[src/rtl/id_ex_stage_pkg.sv]
// Shared definitions for the ID/EX pipeline slice: register-number width,
// ALU op class constants and the registered EX control bundle.
package id_ex_stage_pkg;

    localparam int REG_W = 5;

    typedef logic [REG_W-1:0] reg_idx_t;

    localparam logic [1:0] ALU_ADD    = 2'b00;
    localparam logic [1:0] ALU_BRANCH = 2'b01;
    localparam logic [1:0] ALU_FUNCT  = 2'b10;
    localparam logic [1:0] ALU_IMM    = 2'b11;

    typedef struct packed {
        logic [1:0] alu_op;
        logic       alu_src;
        logic       reg_w;
        logic       mem_rd;
        logic       mem_wr;
        logic       mem_to_reg;
    } ex_ctrl_t;

    // A bubble is an address-add that neither writes the register file nor touches memory.
    localparam ex_ctrl_t CTRL_NOP = '{alu_op: ALU_ADD, default: 1'b0};

endpackage

[src/rtl/id_ex_stage_load_use_detect.sv]
// Load-use hazard detector: a load in EX whose target is read by the
// instruction in ID forces one bubble. $0 never creates a hazard.
module load_use_detect
    import id_ex_stage_pkg::*;
(
    input  logic     ex_mem_rd_i,
    input  reg_idx_t ex_rt_i,
    input  reg_idx_t id_rs_i,
    input  reg_idx_t id_rt_i,
    input  logic     id_uses_rt_i,
    output logic     stall_o
);

    logic rs_hit;
    logic rt_hit;

    assign rs_hit  = (ex_rt_i == id_rs_i);
    assign rt_hit  = id_uses_rt_i & (ex_rt_i == id_rt_i);
    assign stall_o = ex_mem_rd_i & (ex_rt_i != '0) & (rs_hit | rt_hit);

endmodule

[src/rtl/id_ex_stage.sv]
// ID/EX pipeline register with load-use bubble insertion, branch flush,
// downstream hold and a saturating count of inserted bubbles.
module id_ex_stage
    import id_ex_stage_pkg::*;
#(
    parameter int DATA_W = 32,
    parameter int CNT_W  = 16
) (
    input  logic              clk,
    input  logic              rst,
    input  logic [REG_W-1:0]  id_rs,
    input  logic [REG_W-1:0]  id_rt,
    input  logic [REG_W-1:0]  id_rd,
    input  logic [DATA_W-1:0] id_rs_val,
    input  logic [DATA_W-1:0] id_rt_val,
    input  logic [DATA_W-1:0] id_imm,
    input  logic              id_uses_rt,
    input  logic [1:0]        id_alu_op,
    input  logic              id_reg_dst,
    input  logic              id_alu_src,
    input  logic              id_reg_w,
    input  logic              id_mem_rd,
    input  logic              id_mem_wr,
    input  logic              id_mem_to_reg,
    input  logic              flush,
    input  logic              hold,
    output logic [REG_W-1:0]  ex_rs,
    output logic [REG_W-1:0]  ex_rt,
    output logic [REG_W-1:0]  ex_wn,
    output logic [DATA_W-1:0] ex_rs_val,
    output logic [DATA_W-1:0] ex_rt_val,
    output logic [DATA_W-1:0] ex_imm,
    output logic [1:0]        ex_alu_op,
    output logic              ex_alu_src,
    output logic              ex_reg_w,
    output logic              ex_mem_rd,
    output logic              ex_mem_wr,
    output logic              ex_mem_to_reg,
    output logic              stall_o,
    output logic [CNT_W-1:0]  bubble_cnt
);

    function automatic logic [CNT_W-1:0] sat_inc(input logic [CNT_W-1:0] v);
        return (&v) ? v : v + CNT_W'(1);
    endfunction

    reg_idx_t                  rs_d, rs_q;
    reg_idx_t                  rt_d, rt_q;
    reg_idx_t                  wn_d, wn_q;
    logic signed [DATA_W-1:0]  rs_val_d, rs_val_q;
    logic signed [DATA_W-1:0]  rt_val_d, rt_val_q;
    logic signed [DATA_W-1:0]  imm_d, imm_q;
    ex_ctrl_t                  ctrl_d, ctrl_q;
    logic [CNT_W-1:0]          cnt_d, cnt_q;

    logic stall;
    logic bubble;
    logic clear;
    logic load;

    load_use_detect u_load_use_detect (
        .ex_mem_rd_i  (ctrl_q.mem_rd),
        .ex_rt_i      (rt_q),
        .id_rs_i      (id_rs),
        .id_rt_i      (id_rt),
        .id_uses_rt_i (id_uses_rt),
        .stall_o      (stall)
    );

    // flush outranks hold, hold outranks the bubble, the bubble outranks a normal load
    assign bubble = ~flush & ~hold & stall;
    assign clear  = flush | bubble;
    assign load   = ~flush & ~hold & ~stall;

    always_comb begin
        rs_d     = rs_q;
        rt_d     = rt_q;
        wn_d     = wn_q;
        rs_val_d = rs_val_q;
        rt_val_d = rt_val_q;
        imm_d    = imm_q;
        ctrl_d   = ctrl_q;
        cnt_d    = bubble ? sat_inc(cnt_q) : cnt_q;
        if (clear) begin
            rs_d     = '0;
            rt_d     = '0;
            wn_d     = '0;
            rs_val_d = '0;
            rt_val_d = '0;
            imm_d    = '0;
            ctrl_d   = CTRL_NOP;
        end else if (load) begin
            rs_d     = id_rs;
            rt_d     = id_rt;
            wn_d     = id_reg_dst ? id_rd : id_rt;
            rs_val_d = id_rs_val;
            rt_val_d = id_rt_val;
            imm_d    = id_imm;
            ctrl_d   = '{alu_op: id_alu_op, alu_src: id_alu_src, reg_w: id_reg_w,
                         mem_rd: id_mem_rd, mem_wr: id_mem_wr, mem_to_reg: id_mem_to_reg};
        end
    end

    // ID -> EX boundary
    always_ff @(posedge clk) begin
        if (rst) begin
            rs_q     <= '0;
            rt_q     <= '0;
            wn_q     <= '0;
            rs_val_q <= '0;
            rt_val_q <= '0;
            imm_q    <= '0;
            ctrl_q   <= CTRL_NOP;
            cnt_q    <= '0;
        end else begin
            rs_q     <= rs_d;
            rt_q     <= rt_d;
            wn_q     <= wn_d;
            rs_val_q <= rs_val_d;
            rt_val_q <= rt_val_d;
            imm_q    <= imm_d;
            ctrl_q   <= ctrl_d;
            cnt_q    <= cnt_d;
        end
    end

    assign ex_rs         = rs_q;
    assign ex_rt         = rt_q;
    assign ex_wn         = wn_q;
    assign ex_rs_val     = rs_val_q;
    assign ex_rt_val     = rt_val_q;
    assign ex_imm        = imm_q;
    assign ex_alu_op     = ctrl_q.alu_op;
    assign ex_alu_src    = ctrl_q.alu_src;
    assign ex_reg_w      = ctrl_q.reg_w;
    assign ex_mem_rd     = ctrl_q.mem_rd;
    assign ex_mem_wr     = ctrl_q.mem_wr;
    assign ex_mem_to_reg = ctrl_q.mem_to_reg;
    assign stall_o       = stall;
    assign bubble_cnt    = cnt_q;

endmodule

[config.mk]
export PLATFORM = sky130hd
export DESIGN_NAME = id_ex_stage
export DESIGN_NICKNAME = d
export VERILOG_FILES = /design/src/rtl/id_ex_stage_pkg.sv /design/src/rtl/id_ex_stage_load_use_detect.sv /design/src/rtl/id_ex_stage.sv
export SDC_FILE = /design/constraint.sdc
export NUM_CORES = 1
export LEC_CHECK = 0
export BUFFER_PORTS_ARGS = -buffer_cell sky130_fd_sc_hd__buf_2
export CORE_UTILIZATION = 25
export DETAILED_ROUTE_END_ITERATION = 12
export GPL_ROUTABILITY_DRIVEN = 0
export PLACE_DENSITY = 0.54
export SYNTH_ARGS = -nofsm -noshare
export SYNTH_HDL_FRONTEND = slang
export SYNTH_HIERARCHICAL = 1
export SYNTH_SLANG_ARGS = --single-unit
[constraint.sdc]
create_clock -name clk -period 5 [get_ports clk]
set_input_delay 1.25 -clock clk [delete_from_list [all_inputs] [get_ports clk]]
set_output_delay 1.25 -clock clk [all_outputs]
set_load 0.1 [all_outputs]
==> results of run 1 <==
## worst max-delay path by stage
stage                                  end  slack, ns  cells past startpoint
4_1_cts                            stall_o       0.91                      6
2_1_floorplan  bubble_cnt[12]$_SDFFE_PP0P_       0.02                      9
5_1_grt                            stall_o       0.82                      6
6_report                           stall_o       0.94                      6
3_5_place_dp                       stall_o       0.93                      6
3_3_place_gp                       stall_o       0.91                      6
## cell usage after synthesis (2+ instances only)
master / count
nor3_1: 2
nand3_1: 7
mux2i_1: 6
buf_1: 6
inv_1: 2
nor2b_1: 2
and2_1: 2
a211oi_1: 5
nor4_2: 2
or4_1: 6
o21ai_0: 6
buf_2: 2
dfxtp_1: 134
nand4_1: 5
xnor2_1: 3
nand2_1: 233
and4_1: 3
and3_1: 2
xor2_1: 7
or3_1: 9
nor2_1: 8
clkbuf_1: 35
o31ai_1: 6
a21oi_1: 125
## logic make-up (layout without fill, tap and decap cells)
logic type	count (synthesis)	in the layout	share of synthesized area
muxes	7	7	0.0142
adders and majority gates	1	1	0.00249
and+or+nand+nor	286	286	0.243
xor gates and xnor gates	10	10	0.0174
AOI/OAI and AO/OA	148	148	0.156
buffers and inverters	45	296	0.0341
DFF	134	134	0.533
## layout by cell type (no fill, tap or decap), types with 3 or more instances in the layout
cell type	instances
buf_2	258
a21oi_1	125
clkbuf_16	17
o21ai_0	6
inv_6	4
clkinvlp_4	5
mux2i_1	6
nand4_1	5
nor2_1	8
a211oi_1	5
o31ai_1	6
or4_1	6
nand2_1	233
nand3_1	7
clkinv_2	3
dfxtp_1	134
xor2_1	7
or3_1	7
xnor2_1	3
and4_1	3
## where the power goes
part | leakage, nW | switching [mW] | internal, mW
Clock | 0.260 | 0.497 | 0.688
Sequential | 1.09 | 0.0108 | 1.09
Combinational | 1.78 | 0.250 | 0.0758
## metal layers
metal | up-vias | global-route usage | routed length (um)
met5 | - | 0 | 0
met4 | 0 | 0.0431 | 177
met3 | 16 | 0.0513 | 1240
met2 | 174 | 0.230 | 6840
met1 | 2251 | 0.175 | 6970
li1 | 2587 | - | -
## worst max-delay path, cell delays in order
cell	delay, ns
buf_2	0.12
xor2_1	0.14
nor4_2	0.27
nand3_1	0.16
a21oi_1	0.36
buf_2	0.51
## stage by stage
stage	cells	total power, mW	utilization	hold WS [ns]	area [um^2]
finish	1147	2.61	0.363	0.448	7110
global route	1147	2.72	0.363	0.464	7110
CTS	1147	2.65	0.363	0.452	7110
detailed placement	1115	1.45	0.335	0.443	6560
global placement	1115	1.45	0.335	0.439	6560
floorplan	631	1.35	-	0.887	5030
## final cells by class
cell class,instances,area [um^2]
fill,2129,12500
sequential,134,2680
multi-input combinational,452,2190
timing repair buffer,262,1350
clock buffer,18,429
tap,265,332
clock inverter,14,126
inverter,2,7.51
==> impl_metrics.py, run 1 <==
metrics = {
    "critical_path": {
        "cp-end-kind": "primary output",
        "r2r_slack_ns": 2.11,
        "crit_required_ns": 3.75,
        "r2r_cells": 8,
        "regToRegStartpoint": "ex_rt[3]$_SDFFE_PP0P_",
        "crit_path_start_kind": "primary input",
        "cp_data_arrival_time_ns": 2.81,
        "r2r_end": "bubble_cnt[15]$_SDFFE_PP0P_",
        "path_class": "primary input to primary output",
        "critPathLaunch": "id_rt[3]",
        "path_max_fanout": 5,
    },
    "cts": {
        "post_cts_buffers": 0,
        "clk_path_buf_depth": 2,
        "cts_made_buffers": 17,
        "root_buffer": "clkbuf_16",
        "cts_tree": "yes",
        "cts.sinks": 134,
        "htreeDepth": 4,
        "path_clk_slew_ns": 0.06,
        "hold_buffers": 0,
        "insertion_delay_ns": 0.41,
        "cts_resized": 0,
    },
    "pwr": {
        "p_leak_nw": 3.12,
        "peakVddDrop_uv": 208,
        "power.density_nw_per_um2": 367,
    },
    "floorplan": {
        "chipWidth_um": 144,
        "initial_utilization": 0.257,
        "fp.dieH_um": 144,
        "rows": 51,
        "die-area_um2": 20700,
        "ios": 259,
        "core_area_um2": 19600,
    },
    "global_route": {
        "antenna_found_initial": 0,
        "grt_max_degree": 119,
        "grt.total_usage": 0.142,
        "grt_pass1_wl_um": 23100,
        "grt-ovfl-total": 0,
        "grt_pass1_vias": 4490,
    },
    "timing": {
        "clock_skew_ns": 0.00903,
        "finalSetupViolations": 0,
        "rsz0062_at_grt": "false",
        "hold_viol_final": 0,
        "fin_crit_sh": 0.812,
        "fin_tns_setup_ns": 0,
        "post-route-min-period_ns": 4.06,
        "tightestPinTransition_ns": 0.818,
        "maxSlewHeadroom": 0.454,
        "report.final.slew_viol_count": 0,
        "fin_ws_ns": 0.939,
        "fmax_mhz": 246,
    },
    "layout": {
        "drive_gt1_frac": 0.342,
        "antenna_cells": 0,
        "syn_to_final_growth_pct": 41.4,
        "nets": 994,
    },
    "routing": {
        "drt_iter0_markers": 196,
        "dr.pass1.iters": 4,
        "routedWlPerCell_um": 13.3,
        "finalWirelength_um": 15200,
        "remaining_drc_errors": 0,
        "vias": 5028,
        "postRouteAntennaNets": 0,
        "vias_per_cell": 4.38,
    },
    "synthesis": {
        "yosys.cell_types.count": 37,
        "ys_ff_latch": 134,
        "yosys_warnings": 6,
        "syn_avg_cell_area_um2": 7.97,
        "synth_edf_count": 0,
        "syn_area_um2": 5030,
        "synth_top_cell_by_area": "dfxtp_1",
        "synthesis.instances": 631,
        "ys_async_sr_fraction": 0,
        "synthTopCellsByArea": "dfxtp_1 53%, nand2_1 17%, a21oi_1 12%",
        "syn_nets": 756,
        "seq_area_frac_synth": 0.533,
        "synth_top_area_frac": 0.533,
        "synth_ff_type": "dfxtp_1",
    },
    "outcome": {
        "status": "complete, no violations",
    },
    "place": {
        "dp_slack_ns": 0.928,
        "portBuffers": 258,
        "hpwl_um": 10600,
    },
    "flow_run": {
        "maxCapViolCount": 0,
    },
    "worst_hold_path": {
        "hp-start": "ex_imm[10]$_SDFFE_PP0P_",
        "holdPathStages": 2,
        "hold_end": "ex_imm[10]$_SDFFE_PP0P_",
        "hold_path.class": "register to register",
    },
}
(Power assumes the default switching activity.)
==> run 2: changes to the inputs <==
PLACE_DENSITY = 0.56   (was 0.54)
clock period = 3.63 ns   (was 5 ns; I/O delays follow)
==> run 2 against run 1 <==
Effect of this change: hold slack gained 0.0015 ns; sequential power grew 37%; clock skew shrank 0.00077 ns; global-route usage grew 0.50 points; register-to-register slack lost 1.2 ns; sequential share of layout area shrank 1.1 points; die area is the same; critical path depth is the same; sequential cell count is the same; worst setup slack lost 0.50 ns; clock power grew 69%; via count grew 0.20%; critical endpoint unchanged.
==> impl_metrics.py, run 2 (synthesis results as in run 1) <==
metrics = {
    "critical_path": {
        "path_max_fanout": 5,
        "cp-end-kind": "primary output",
        "crit_buf_inv": 2,
        "crit_required_ns": 2.72,
        "path_cells": "buf_2 -> xor2_1 -> nor4_2 -> nand3_1 -> a21oi_4 -> buf_12",
        "path_delay_family": "simple AND/OR/NAND/NOR gates",
        "crit_slowest_cell": "nor4_2",
        "path_class": "primary input to primary output",
        "crit_path_max_incr_delay_ns": 0.37,
        "crit_path_start_kind": "primary input",
        "cp_data_arrival_time_ns": 2.28,
    },
    "timing": {
        "maxSlewHeadroom": 0.642,
        "hold_viol_final": 0,
        "tightestPinTransition_ns": 0.532,
        "clock_skew_ns": 0.00826,
        "holdWs_ns": 0.450,
        "rsz0062_at_grt": "false",
        "report.final.slew_viol_count": 0,
        "post-route-min-period_ns": 3.19,
        "finalSetupViolations": 0,
        "fin_tns_setup_ns": 0,
        "fin_crit_sh": 0.879,
        "fmax_mhz": 313,
    },
    "routing": {
        "routedWlPerCell_um": 13.5,
        "drt_iter0_markers": 222,
        "postRouteAntennaNets": 0,
        "remaining_drc_errors": 0,
        "vias_per_cell": 4.36,
        "vias": 5038,
        "dr.pass1.iters": 4,
        "finalWirelength_um": 15500,
    },
    "pwr": {
        "power.density_nw_per_um2": 540,
        "p_leak_nw": 3.23,
        "peakVddDrop_uv": 292,
    },
    "global_route": {
        "grt_pass1_wl_um": 23500,
        "grt_max_degree": 94,
        "antenna_found_initial": 1,
        "grt-ovfl-total": 0,
        "grt.total_usage": 0.147,
        "grt_pass1_vias": 4445,
    },
    "floorplan": {
        "die-area_um2": 20700,
        "initial_utilization": 0.257,
        "core_area_um2": 19600,
        "chipWidth_um": 144,
        "fp.dieH_um": 144,
        "rows": 51,
        "ios": 259,
    },
    "flow_run": {
        "maxCapViolCount": 0,
    },
    "worst_hold_path": {
        "hold_path.class": "register to register",
    },
    "cts": {
        "path_clk_slew_ns": 0.06,
        "post_cts_buffers": 0,
        "insertion_delay_ns": 0.41,
        "hold_buffers": 0,
        "root_buffer": "clkbuf_16",
        "cts.sinks": 134,
        "cts_tree": "yes",
        "htreeDepth": 4,
        "clk_path_buf_depth": 2,
        "cts_resized": 0,
        "cts_made_buffers": 17,
    },
    "layout": {
        "layout_common_cells": "257 x buf_2, 233 x nand2_1, 132 x dfxtp_1, 124 x a21oi_1, 17 x clkbuf_16",
        "design_area_um2": 7340,
        "final_core_util": 0.375,
        "mostFrequentLayoutCell": "buf_2",
        "nets": 1001,
        "fillerInstances": 2104,
        "drive_gt1_frac": 0.351,
        "syn_to_final_growth_pct": 46.0,
        "final_cells": 1155,
    },
    "place": {
        "dp_cells": 1122,
        "portBuffers": 258,
        "placed_area_um2": 6670,
        "hpwl_um": 10800,
    },
    "outcome": {
        "status": "complete, no violations",
    },
}
-- run 2: power by group --
part | switching [mW] | leakage [nW] | internal [mW]
registers | 0.0143 | 1.09 | 1.50
clock network | 0.691 | 0.326 | 1.30
logic | 0.346 | 1.82 | 0.111
total | 1.05 | 3.23 | 2.91
-- run 2: cell type report --
cell class / count / area [um^2] / area share
sequential: 134 / 2690 / 0.366
multi-input combinational: 452 / 2200 / 0.300
timing repair buffer: 269 / 1440 / 0.196
clock buffer: 18 / 429 / 0.0585
tap: 265 / 332 / 0.0452
clock inverter: 14 / 245 / 0.0334
inverter: 2 / 7.51 / 0.00102
antenna: 1 / 2.50 / 0.000341
-- run 2: routing by layer --
layer | GRT usage | share of wire | wire, um | vias to the layer above
met5 | 0 | 0 | 0 | -
met4 | 0.0437 | 0.0064 | 99 | 0
met3 | 0.0467 | 0.070 | 1080 | 5
met2 | 0.244 | 0.48 | 7430 | 151
met1 | 0.181 | 0.45 | 6930 | 2274
li1 | - | - | - | 2608
-- run 2: worst register-to-register path, delay by kind of cell, from the launching register on --
kind	cells	cell delay, ns
xor gates and xnor gates	1	0.13
and+or+nand+nor	5	1.62
AOI/OAI and AO/OA	2	0.45
DFF	1	0.50
-- run 2: worst paths after layout --
path	slack, ns	end	cells past startpoint	startpoint
min	0.45	ex_rs_val[23]$_SDFFE_PP0P_	2	ex_rs_val[23]$_SDFFE_PP0P_
max reg2reg	0.87	bubble_cnt[10]$_SDFFE_PP0P_	8	ex_rt[4]$_SDFFE_PP0P_
max	0.44	stall_o	6	id_rt[3]
min reg2reg	0.45	ex_rs_val[23]$_SDFFE_PP0P_	2	ex_rs_val[23]$_SDFFE_PP0P_
-- run 2: through the flow --
stage	power, mW	setup slack (ns)
after floorplan	1.87	0.00380
after global placement	2.01	0.269
after detailed placement	2.01	0.259
after CTS	4.03	0.433
after global routing	4.13	0.367
final	3.96	0.440
==> run 3: changes to the inputs <==
CTS_CLUSTER_SIZE = 8   (was unset)
RECOVER_POWER = 50   (was unset)
==> run 3 against run 2 <==
Effect of this change: critical path depth is the same; register-to-register slack improved by 0.02 ns; sequential cell count unchanged; global-route usage did not move; clock power about the same; non-clock buffer count did not move; via count rose by 0.38%; clock skew about the same; utilization is 0.86 points lower; maximum frequency rose by 0.24%.
==> impl_metrics.py, run 3 (synthesis results as in run 1) <==
metrics = {
    "outcome": {
        "status": "complete, no violations",
    },
    "pwr": {
        "power.density_nw_per_um2": 552,
        "p_leak_nw": 2.66,
        "peakVddDrop_uv": 293,
    },
    "floorplan": {
        "initial_utilization": 0.257,
        "ios": 259,
        "rows": 51,
        "fp.dieH_um": 144,
        "chipWidth_um": 144,
        "die-area_um2": 20700,
        "core_area_um2": 19600,
    },
    "place": {
        "portBuffers": 258,
        "hpwl_um": 10800,
        "dp_cells": 1122,
    },
    "timing": {
        "maxSlewHeadroom": 0.159,
        "fmax_mhz": 314,
        "tightestPinTransition_ns": 1.27,
        "finalSetupViolations": 0,
        "rsz0062_at_grt": "false",
        "fin_crit_sh": 0.877,
        "clock_skew_ns": 0.00843,
        "report.final.slew_viol_count": 0,
        "hold_viol_final": 0,
        "post-route-min-period_ns": 3.18,
        "fin_tns_setup_ns": 0,
    },
    "critical_path": {
        "crit_path_start_kind": "primary input",
        "r2r_slack_ns": 0.89,
        "path_class": "primary input to primary output",
        "r2r_cells": 8,
        "path_max_fanout": 5,
        "crit_required_ns": 2.72,
        "cp-end-kind": "primary output",
        "regToRegStartpoint": "ex_rt[4]$_SDFFE_PP0P_",
        "cp_data_arrival_time_ns": 2.28,
        "r2r_end": "bubble_cnt[10]$_SDFFE_PP0P_",
    },
    "layout": {
        "fillerInstances": 2156,
        "layout_common_cells": "233 x nand2_1, 135 x clkbuf_1, 132 x dfxtp_1, 124 x a21oi_1, 123 x buf_2",
        "nets": 1001,
        "final_cells": 1155,
        "drive_gt1_frac": 0.200,
        "mostFrequentLayoutCell": "nand2_1",
        "syn_to_final_growth_pct": 42.6,
    },
    "cts": {
        "insertion_delay_ns": 0.41,
        "cts.sinks": 134,
        "cts_resized": 0,
        "htreeDepth": 4,
        "cts_made_buffers": 17,
        "hold_buffers": 0,
        "clk_path_buf_depth": 2,
        "root_buffer": "clkbuf_16",
        "post_cts_buffers": 0,
        "path_clk_slew_ns": 0.06,
        "cts_tree": "yes",
    },
    "worst_hold_path": {
        "hp-start": "ex_rs_val[18]$_SDFFE_PP0P_",
        "holdPathStages": 2,
        "hold_end": "ex_rs_val[18]$_SDFFE_PP0P_",
        "hold_path.class": "register to register",
    },
    "routing": {
        "dr_wl_met3_um": 1050,
        "finalWirelength_um": 15600,
        "vias": 5057,
        "remaining_drc_errors": 0,
        "vias_per_cell": 4.38,
        "highest_layer": "met4",
        "wl_met2_um": 7400,
        "postRouteAntennaNets": 0,
        "m1WireLength_um": 7030,
        "routedWlPerCell_um": 13.5,
        "drt_iter0_markers": 227,
        "dr.pass1.iters": 4,
    },
    "global_route": {
        "grt.total_usage": 0.147,
        "grt_max_degree": 94,
        "grt_pass1_vias": 4445,
        "grt-ovfl-total": 0,
        "grt_pass1_wl_um": 23500,
        "antenna_found_initial": 1,
    },
    "flow_run": {
        "maxCapViolCount": 0,
    },
}
-- run 3: changes by cell type in the layout (fill, tap and decap cells not counted), sizes merged --
cell / delta
clkbuf: +134
buf: -134
-- run 3: power breakdown --
part,total [mW],internal (mW),switching [mW]
clock network,1.99,1.30,0.693
logic,0.449,0.103,0.347
registers,1.52,1.50,0.0153
-- run 3: layout make-up --
type	count	area [um^2]	share of cell area
diodes	1	2.50	0.000349
clock buffers	18	429	0.0598
clock inverters	14	245	0.0342
inverters	2	7.51	0.00105
multi-input cells	452	2200	0.307
flip-flops and latches	134	2690	0.374
well taps	265	332	0.0462
repair buffers	269	1270	0.177
-- run 3: critical path: stages --
cell and delay (ns):
buf_2 0.12, xor2_1 0.16, nor4_2 0.37, nand3_1 0.18, a21oi_4 0.31, buf_12 0.22
-- run 3: worst max-delay path by stage --
stage                                     start                     endpoint  slack (ns)
after detailed placement               id_rt[3]  bubble_cnt[10]$_SDFFE_PP0P_        0.26
after global placement                 id_rt[3]  bubble_cnt[12]$_SDFFE_PP0P_        0.27
after CTS                              id_rt[3]                      stall_o        0.43
final                                  id_rt[3]                      stall_o        0.45
after global routing                   id_rt[3]                      stall_o        0.37
after floorplan           ex_rt[4]$_SDFFE_PP0P_   ex_rs_val[10]$_SDFFE_PP0P_       0.004
-- run 3: through the flow --
step            util  worst slack, ns  power, mW  hold WS (ns)  cell area (um^2)
6_report       0.366            0.447       3.96         0.453              7170
5_1_grt        0.366            0.367       4.12         0.473              7170
4_1_cts        0.375            0.433       4.03         0.452              7340
3_5_place_dp   0.340            0.259       2.01         0.443              6670
3_3_place_gp   0.340            0.269       2.01         0.438              6670
2_1_floorplan      -          0.00380       1.87         0.706              5040
-- run 3: metal layers --
| layer | GRT usage | vias to the layer above |
|---|---|---|
| li1 | - | 2607 |
| met1 | 0.181 | 2291 |
| met2 | 0.244 | 154 |
| met3 | 0.0467 | 5 |
| met4 | 0.0437 | 0 |
| met5 | 0 | - |
